File: src/rtl/planificador_pisos.sv
`default_nettype none
// =============================================================================
// planificador_pisos : collective (SCAN) elevator call scheduler
// Rev 1.0
// =============================================================================
module planificador_pisos #(
    parameter int N_PISOS  = 4,
    parameter int PISO_W   = 2,
    parameter int T_ESPERA = 200
) (
    input  logic               clk,
    input  logic               reset,
    input  logic [N_PISOS-1:0] botones,
    input  logic               cambio_piso,
    input  logic               fin_servicio,
    output logic [N_PISOS-1:0] luces,
    output logic [PISO_W-1:0]  display,
    output logic [1:0]         motor,
    output logic               abrir,
    output logic               aviso
);

    localparam int TIMER_W = (T_ESPERA > 1) ? $clog2(T_ESPERA) : 1;
    localparam logic [TIMER_W-1:0] c_timer_fin = TIMER_W'(T_ESPERA - 1);
    localparam logic [PISO_W-1:0]  c_piso_top  = PISO_W'(N_PISOS - 1);
    localparam logic [PISO_W-1:0]  c_piso_bajo = '0;
    localparam logic [1:0] c_motor_paro = 2'b00;
    localparam logic [1:0] c_motor_sube = 2'b01;
    localparam logic [1:0] c_motor_baja = 2'b10;

    typedef enum logic [1:0] {
        REPOSO   = 2'd0,
        SUBIENDO = 2'd1,
        BAJANDO  = 2'd2,
        PARADA   = 2'd3
    } estado_t;

    estado_t             r_estado, w_estado_sig;
    logic [N_PISOS-1:0]  r_pend, w_pend_sig;
    logic [N_PISOS-1:0]  w_aqui, w_arriba, w_abajo, w_mascara, w_clr;
    logic [PISO_W-1:0]   r_piso, w_piso_sig;
    logic [TIMER_W-1:0]  r_timer, w_timer_sig;
    logic [1:0]          r_motor, w_motor_sig;
    logic                r_abrir, w_abrir_sig;
    logic                r_aviso, w_aviso_sig;
    logic                w_hay_aqui, w_hay_arriba, w_hay_abajo;

    always_comb begin
        w_aqui   = '0;
        w_arriba = '0;
        w_abajo  = '0;
        for (int i = 0; i < N_PISOS; i++) begin
            w_aqui[i]   = (PISO_W'(i) == r_piso);
            w_arriba[i] = (PISO_W'(i) >  r_piso);
            w_abajo[i]  = (PISO_W'(i) <  r_piso);
        end
    end

    assign w_hay_aqui   = |(r_pend & w_aqui);
    assign w_hay_arriba = |(r_pend & w_arriba);
    assign w_hay_abajo  = |(r_pend & w_abajo);

    always_comb begin
        w_estado_sig = r_estado;
        w_piso_sig   = r_piso;
        w_abrir_sig  = 1'b0;
        w_timer_sig  = '0;
        w_aviso_sig  = r_aviso;
        w_motor_sig  = c_motor_paro;

        case (r_estado)
            REPOSO: begin
                if (w_hay_aqui) begin
                    w_estado_sig = PARADA;
                    w_abrir_sig  = 1'b1;
                end else if (w_hay_arriba) begin
                    w_estado_sig = SUBIENDO;
                end else if (w_hay_abajo) begin
                    w_estado_sig = BAJANDO;
                end
            end
            SUBIENDO: begin
                // Stopping takes precedence; a floor pulse in the stop cycle is dropped.
                if (w_hay_aqui) begin
                    w_estado_sig = PARADA;
                    w_abrir_sig  = 1'b1;
                end else if (w_hay_arriba) begin
                    if (cambio_piso && (r_piso != c_piso_top))
                        w_piso_sig = r_piso + 1'b1;
                end else begin
                    w_estado_sig = REPOSO;
                end
            end
            BAJANDO: begin
                if (w_hay_aqui) begin
                    w_estado_sig = PARADA;
                    w_abrir_sig  = 1'b1;
                end else if (w_hay_abajo) begin
                    if (cambio_piso && (r_piso != c_piso_bajo))
                        w_piso_sig = r_piso - 1'b1;
                end else begin
                    w_estado_sig = REPOSO;
                end
            end
            PARADA: begin
                if (fin_servicio) begin
                    w_estado_sig = REPOSO;
                    w_aviso_sig  = 1'b0;
                end else if (r_timer == c_timer_fin) begin
                    w_timer_sig  = r_timer;
                    w_aviso_sig  = 1'b1;
                end else begin
                    w_timer_sig  = r_timer + 1'b1;
                end
            end
            default: w_estado_sig = REPOSO;
        endcase

        case (w_estado_sig)
            SUBIENDO: w_motor_sig = c_motor_sube;
            BAJANDO:  w_motor_sig = c_motor_baja;
            default:  w_motor_sig = c_motor_paro;
        endcase

        // The served floor's button is ignored while its door cycle is in progress.
        w_mascara  = ((r_estado == PARADA) || w_abrir_sig) ? w_aqui : '0;
        w_clr      = w_abrir_sig ? w_aqui : '0;
        w_pend_sig = (r_pend | (botones & ~w_mascara)) & ~w_clr;
    end

    always_ff @(posedge clk) begin
        if (!reset) begin
            r_estado <= REPOSO;
            r_pend   <= '0;
            r_piso   <= '0;
            r_timer  <= '0;
            r_motor  <= c_motor_paro;
            r_abrir  <= 1'b0;
            r_aviso  <= 1'b0;
        end else begin
            r_estado <= w_estado_sig;
            r_pend   <= w_pend_sig;
            r_piso   <= w_piso_sig;
            r_timer  <= w_timer_sig;
            r_motor  <= w_motor_sig;
            r_abrir  <= w_abrir_sig;
            r_aviso  <= w_aviso_sig;
        end
    end

    assign luces   = r_pend;
    assign display = r_piso;
    assign motor   = r_motor;
    assign abrir   = r_abrir;
    assign aviso   = r_aviso;

endmodule
`default_nettype wire

File: config.mk
export PLATFORM = sky130hd
export DESIGN_NAME = planificador_pisos
export DESIGN_NICKNAME = d
export VERILOG_FILES = /design/src/rtl/planificador_pisos.sv
export SDC_FILE = /design/constraint.sdc
export NUM_CORES = 1
export LEC_CHECK = 0
export BUFFER_PORTS_ARGS = -buffer_cell sky130_fd_sc_hd__buf_2
export CAP_MARGIN = 20
export CORE_UTILIZATION = 55
export DETAILED_ROUTE_END_ITERATION = 8
export HOLD_SLACK_MARGIN = 0.02
export PLACE_DENSITY_LB_ADDON = 0.1
export SLEW_MARGIN = 0
export SYNTH_ARGS = -nofsm -noshare
export SYNTH_HDL_FRONTEND = slang
export SYNTH_SLANG_ARGS = --single-unit
File: constraint.sdc
create_clock -name clk -period 3.2 [get_ports clk]
set_clock_uncertainty 0.2 [all_clocks]
set_input_delay 0.64 -clock clk [delete_from_list [all_inputs] [get_ports clk]]
set_output_delay 0.64 -clock clk [all_outputs]
set_load 0.02 [all_outputs]
==> results of run 1 <==
-- routing by layer --
| metal | up-vias | global-route usage [%] | share of wire (%) |
|---|---|---|---|
| met5 | - | 0 | 0 |
| met4 | 0 | 12.7 | 2.5 |
| met2 | 17 | 32.5 | 42 |
| met1 | 361 | 27.8 | 51 |
| li1 | 435 | - | - |
| met3 | 5 | 4.80 | 3.8 |
-- synthesized netlist by cell type --
master	count	area share, %
a221oi_1	1	0.86
nor3_1	4	2.0
or3_1	1	0.62
nor4_2	1	1.2
mux2i_1	3	3.0
nor4_1	1	0.62
nand3_1	6	3.0
o31ai_1	1	0.74
xor2_1	6	5.2
ha_1	7	8.6
o21ai_0	9	4.4
clkbuf_1	2	0.74
nand2_1	8	3.0
nor2_1	11	4.1
buf_6	1	1.1
inv_1	6	2.2
o211ai_1	1	0.74
nand3b_1	1	0.74
nand2b_4	1	1.4
or2_2	1	0.62
xnor2_1	2	1.7
a211oi_1	1	0.74
nand2b_1	1	0.62
a22o_1	2	1.7
nor3b_1	1	0.74
nor4b_1	1	0.86
nand4_1	1	0.62
dfxtp_1	20	39
a311o_1	1	0.99
and2_1	1	0.62
a31oi_1	1	0.62
a21o_1	1	0.74
and3_1	2	1.2
a22oi_1	1	0.74
buf_4	1	0.74
a21oi_1	4	2.0
a211oi_2	1	1.2
-- kinds of logic (layout without fill, tap and decap cells) --
| logic type | Yosys count | in the layout | share of synthesized area, % |
|---|---|---|---|
| and+or+nand+nor | 42 | 42 | 21.8 |
| DFF | 20 | 20 | 39.4 |
| xor gates and xnor gates | 8 | 8 | 6.90 |
| muxes | 3 | 3 | 2.96 |
| adders and majority gates | 7 | 7 | 8.62 |
| AOI/OAI and AO/OA | 24 | 24 | 15.5 |
| buffers and inverters | 10 | 27 | 4.80 |
-- power groups by stage --
stage / Clock [mW] / Sequential [mW] / Combinational [mW]
2_1_floorplan: 0 / 0.295 / 0.0880
3_3_place_gp: 0 / 0.293 / 0.113
3_5_place_dp: 0 / 0.294 / 0.113
4_1_cts: 0.213 / 0.288 / 0.114
5_1_grt: 0.222 / 0.292 / 0.126
6_report: 0.208 / 0.288 / 0.113
-- state kept, by name, indices dropped and copies added (netlist names) --
| register | count |
|---|---|
| r_timer | 8 |
| luces | 4 |
| display | 2 |
| motor | 2 |
| r_estado | 2 |
| abrir | 1 |
| aviso | 1 |
-- worst register-to-register path, delay by kind of cell (launching register included) --
family / cells / cell delay, ns
compound gates: 2 / 0.67
fa+ha+maj: 1 / 0.24
buf+inv: 1 / 0.13
flops: 1 / 0.48
mux: 1 / 0.22
simple gates: 1 / 0.18
-- path summary, 6_finish.rpt --
path                      startpoint                      end  slack, ns  cells past startpoint
max          display[1]$_SDFFE_PN0P_  display[0]$_SDFFE_PN0P_       1.02                      6
min               aviso$_SDFFE_PN0P_       aviso$_SDFFE_PN0P_       0.28                      2
min reg2reg       aviso$_SDFFE_PN0P_       aviso$_SDFFE_PN0P_       0.28                      2
max reg2reg  display[1]$_SDFFE_PN0P_  display[0]$_SDFFE_PN0P_       1.02                      6
-- cell usage in the layout (no fill, tap or decap) --
master,synthesis,layout
a211oi_1,1,1
dfxtp_1,20,20
nand2_1,8,8
xnor2_1,2,2
a31oi_1,1,1
clkbuf_4,0,3
nor3b_1,1,1
xor2_1,6,6
ha_1,7,7
nand4_1,1,1
and2_1,1,1
nand2b_4,1,1
nand3_1,6,6
a21oi_1,4,4
o211ai_1,1,1
a22oi_1,1,1
nor2_1,11,11
a21o_1,1,1
o31ai_1,1,1
a311o_1,1,1
bufinv_16,0,1
or3_1,1,1
nor4_2,1,1
nor4b_1,1,1
and3_1,2,2
nor3_1,4,4
a221oi_1,1,1
mux2i_1,3,3
a22o_1,2,2
nand3b_1,1,1
nand2b_1,1,1
o21ai_0,9,9
a211oi_2,1,1
inv_1,6,6
or2_2,1,1
nor4_1,1,1
buf_2,0,17
-- final cells by class --
cell class / instances / area, um^2 / share of cell area (%)
Multi-Input combinational cell: 84 / 567 / 48.9
Inverter: 6 / 22.5 / 1.94
Clock buffer: 3 / 22.5 / 1.94
Clock inverter: 1 / 30.0 / 2.59
Timing Repair Buffer: 17 / 85.1 / 7.34
Tap cell: 25 / 31.3 / 2.70
Sequential cell: 20 / 400 / 34.6
==> impl_results.md, run 1 <==
* RSZ-0062 raised after global routing: no
* Skew-Pair Late Insertion Delay at 0.31 ns
* Mapped cell area at a little over 1000 um^2
* Flops & latches, synth at 20
* Vias in the first global route at around 740
* Post-route cell area at between 1000 and 1500 um^2
* Nature of the critical path endpoint: register
* First-pass GRT wire length at 3130 um
* Final min period at 2.18 ns
* Final setup vio count at 0
* Ys Warns at 0
* GRT Resource Usage Total at 21.5%
* VDD IR max at 247 uV
* Final cell count without fillers at 156
* Net Sw Frac at between 20% and 30%
* Synthesized instance count at 114
* Nets at between 100 and 150
* Post-Route WL at approximately 1800 um
* Remaining DRCs at 0
* Hold WC Path Type: register to register
* Hold Buf Count CTS at 0
* Layout cell share with drive strength beyond 1 at between 10% and 20%
* Largest net degree at the start of global routing at 13
* DR WL/cell at between 10 and 15 um
* Global placer's final weighted congestion at approximately 0.8
* Pre-CTS WS at roughly 1.0 ns
* 1st-pass router iterations at 4
* Max Cap Viol at 0
* CP arrival at 2.23 ns
* Power after layout at around 600 uW
* Total CTS buffers at 3
* Post-route setup slack at ~1.0 ns
* Starting density of the core at ~59%
* Buf+Inv Stages, Crit Path at 1
* Slew Viols, Final at 0
* Leakage at between 0.4 and 0.5 nW
* Post-placement cell count at 152
* Status: finished clean
* Dpl hpwl at ~1400 um
* Slew HR at between 60% and 70%
* Clock power frac at 34.1%
* Clock Pin Slew Worst Setup and Hold Paths at 0.11 ns
* TritonCTS clock tree: built
* Seq/Total Area, Yosys at 39.4%
* Root buf cell: clkbuf_4
* Area of the core at between 1500 and 2000 um^2
* Clock buffer depth at 2
* Pwr dens at 526 nW/um^2
* Comb pwr share at approximately a fifth
* Library cells used by synthesis at 37
* Worst path max stage delay at approximately 0.48 ns
* Setup bufs post-CTS at 0
* Final Hold Viols at 0
* Delay-heaviest family, CP: compound AO/OA/AOI/OAI gates
* Port Buf Inserts at 17
* Mapped Avg Cell Area at between 8 and 9 um^2
* Final core occ at 67.1%
* H-Tree Depth at 1
* Vias per inst at 5.24
* Post-cts resize count at 0
* Internal at approximately 440 uW
* Syn nets at between 100 and 150
* Starting DRT DRC Count at 21
* DR vias at between 800 and 900
* # rows at 15
* Clock sink total at 20
* Initial antenna violation count at 0
* Setup TNS at 0 ns
* Worst Tran Pin Value at 0.586 ns
* Syn-to-layout area delta at 14.0%
* Die X at around 45 um
* Ports at 18
* Required time worst endpoint at approximately 3.3 ns
* Hold Worst Slack at about 0.28 ns
* Crit Path Category: register to register
* Total gr overflow at 0
* CP Launch Type: register
* Final antenna-violating net count at 0
* Fillers at between 150 and 200
* Seq pwr share at a little under half
* Max Freq at about 0.46 GHz
* CP cell instances: inv_1 -> ha_1 -> nand3b_1 -> a311o_1 -> a211oi_2 -> mux2i_1
* Die H at ~45 um
* Die Area at 2020 um^2
* Crit-path slowest cell: dfxtp_1
* Fin crit share at between 60 and 70%
* P_sw at roughly 170 uW
* Placed cell area at about 1100 um^2
* CP Max Fanout at 8
* N_diodes at 0
(Power assumes the default switching activity.)
==> run 2: changes to the inputs <==
CORE_UTILIZATION = 48   (was 55)
clock period = 1.98 ns   (was 3.2 ns; I/O delays follow)
==> impl_results.md, run 2 (synthesis results as in run 1) <==
* Critical Path Source: display[0]$_SDFFE_PN0P_
* DR vias at 907 (+11%)
* Worst path max stage delay at 0.37 ns (-0.11 ns)
* CP Max Fanout at 4 (-4)
* Root buf cell: clkbuf_4
* Clock Pin Slew Worst Setup and Hold Paths at 0.10 ns (about the same)
* Skew-Pair Late Insertion Delay at 0.29 ns (-0.02 ns)
* Fin crit share at 99.7% (+32 points)
* Vias per inst at 5.27 (+0.57%)
* Leakage at 0.575 nW (+15%)
* GRT Resource Usage Total at 21.1% (-0.38 points)
* Worst Tran Pin Value at 0.371 ns (-0.216 ns)
* Crit-path slowest cell: dfxtp_4
* Total gr overflow at 0 (unchanged)
* Layout cell share with drive strength beyond 1 at 36.6% (+17 points)
* VDD IR max at 501 uV (+100%)
* Die H at 48.0 um (+6.7%)
* Placed cell area at 1150 um^2 (+3.8%)
* Ports at 18 (unchanged)
* Fillers at 158 (-1.3%)
* R2R cell count at 6 (unchanged)
* RSZ-0062 raised after global routing: yes
* # rows at 16 (+1)
* CP Launch Type: register
* Final setup vio count at 0 (unchanged)
* Remaining DRCs at 0 (unchanged)
* Total CTS buffers at 3 (unchanged)
* Post-route cell area at 1340 um^2 (+15%)
* Starting DRT DRC Count at 22 (+4.8%)
* Final antenna-violating net count at 0 (unchanged)
* Required time worst endpoint at 2.00 ns (-1.25 ns)
* Hold Crit Endpoint: luces[3]$_SDFF_PN0_
* Global placer's final weighted congestion at 0.809 (-1.7%)
* Die Area at 2300 um^2 (+14%)
* Post-Route WL at 2240 um (+22%)
* Top reg by flops: r_timer
* Syn-to-layout area delta at 31.7%
* Nets at 161 (+9.5%)
* First-pass GRT wire length at 3390 um (+8.6%)
* Setup TNS at 0 ns (unchanged)
* Most frequent cells in the layout: dfxtp_1 (18), buf_2 (17), buf_4 (13)
* Clock sink total at 20 (unchanged)
* Final Hold Viols at 0 (unchanged)
* N_diodes at 0 (unchanged)
* Starting density of the core at 51.3% (-7.6 points)
* CP arrival at 1.99 ns (-0.24 ns)
* Nature of the critical path endpoint: register
* Final min period at 1.97 ns (-0.206 ns)
* Most common library cell in the layout ignoring fill and taps: dfxtp_1
* Area of the core at 1980 um^2 (+15%)
* Max FFs per register at 8 (unchanged)
* Hold depth at 3 (+1)
* Slew Viols, Final at 0 (unchanged)
* Status: finished clean
* DR WL/cell at 13.0 um (+11%)
* Hold Startpoint: botones[3]
* Pwr dens at 717 nW/um^2 (+36%)
* Port Buf Inserts at 17 (unchanged)
* Final cell count without fillers at 172 (+10%)
* Crit Path Category: register to register
* Post-placement cell count at 158 (+3.9%)
* Delay-heaviest family, CP: compound AO/OA/AOI/OAI gates
* CP cell instances: inv_1 -> ha_2 -> a22o_4 -> or2_4 -> a211oi_4 -> mux2i_1
* Vias in the first global route at 802 (+8.7%)
* Largest net degree at the start of global routing at 12 (-1)
* Slew HR at 75.3% (+15 points)
* Buf+Inv Stages, Crit Path at 1 (unchanged)
* Initial antenna violation count at 0 (unchanged)
* 1st-pass router iterations at 4 (unchanged)
* R2r endpoint: display[0]$_SDFFE_PN0P_
* H-Tree Depth at 1 (unchanged)
* Dpl hpwl at 1510 um (+6.7%)
* TritonCTS clock tree: built
* Hold WC Path Type: input pin to register
* Die X at 48.0 um (+6.7%)
* Worst r2r src: display[0]$_SDFFE_PN0P_
* Max Cap Viol at 0 (unchanged)
* Max Freq at 0.507 GHz (+10%)
* Hold Worst Slack at 0.162 ns (-0.122 ns)
* Clock buffer depth at 2 (unchanged)
* Flop-to-flop setup slack at 0.006 ns (-1.01 ns)
==> run 2: cell types whose count changed in the layout (fill, tap and decap cells not counted), sizes merged <==
cell and change:
clkbuf +1, bufinv -1, buf +14
==> run 2: timing repair <==
| action | 4_1_cts | 5_1_grt |
|---|---|---|
| gates resized for setup | 4 | 13 |
| pin swaps | 5 | 4 |
| hold buffers | 0 | 0 |
| buffers inserted | 5 | 5 |
| setup endpoints to repair | 2 | 8 |
==> run 2: where the power goes <==
part | switching [mW] | total [mW] | internal, mW | leakage, nW
Combinational | 0.134 | 0.265 | 0.131 | 0.389
Sequential | 0.0393 | 0.467 | 0.427 | 0.165
Clock | 0.115 | 0.227 | 0.112 | 0.0210
Total | 0.288 | 0.959 | 0.671 | 0.575
==> run 2: worst max-delay path by stage <==
stage	to	slack, ns	cells after the start
after global placement	display[1]$_SDFFE_PN0P_	0.01	6
final	display[0]$_SDFFE_PN0P_	0.006	6
after detailed placement	display[0]$_SDFFE_PN0P_	-0.09	6
after floorplan	display[0]$_SDFFE_PN0P_	0.02	6
after global routing	display[0]$_SDFFE_PN0P_	-0.04	6
after CTS	display[0]$_SDFFE_PN0P_	0.002	6
==> run 2: per-layer routing <==
layer  track usage (%)  part of all wire, %
met4              4.44                  1.5
met3              5.66                  3.9
met1              27.9                   49
met5                 0                    0
met2              34.3                   46
==> run 2: cell type report <==
cell class | count | area (um^2) | area share, %
clock buffer | 4 | 36.3 | 2.71
tap | 27 | 33.8 | 2.53
sequential | 20 | 408 | 30.5
timing repair buffer | 31 | 194 | 14.5
multi-input combinational | 84 | 643 | 48.1
inverter | 6 | 22.5 | 1.68
==> run 2: through the flow <==
step                      utilization (%)  power (mW)  setup slack (ns)
after floorplan                         -       0.621            0.0220
after global placement               58.0       0.678            0.0148
after detailed placement             58.0       0.682           -0.0936
after CTS                            62.4       0.934           0.00211
after global routing                 67.5        1.01           -0.0374
final                                67.5       0.959           0.00589
==> run 2: tightest hold or removal path, delay by kind of cell <==
kind / cells / cell delay, ns
compound gates: 2 / 0.16
buf+inv: 1 / 0.07
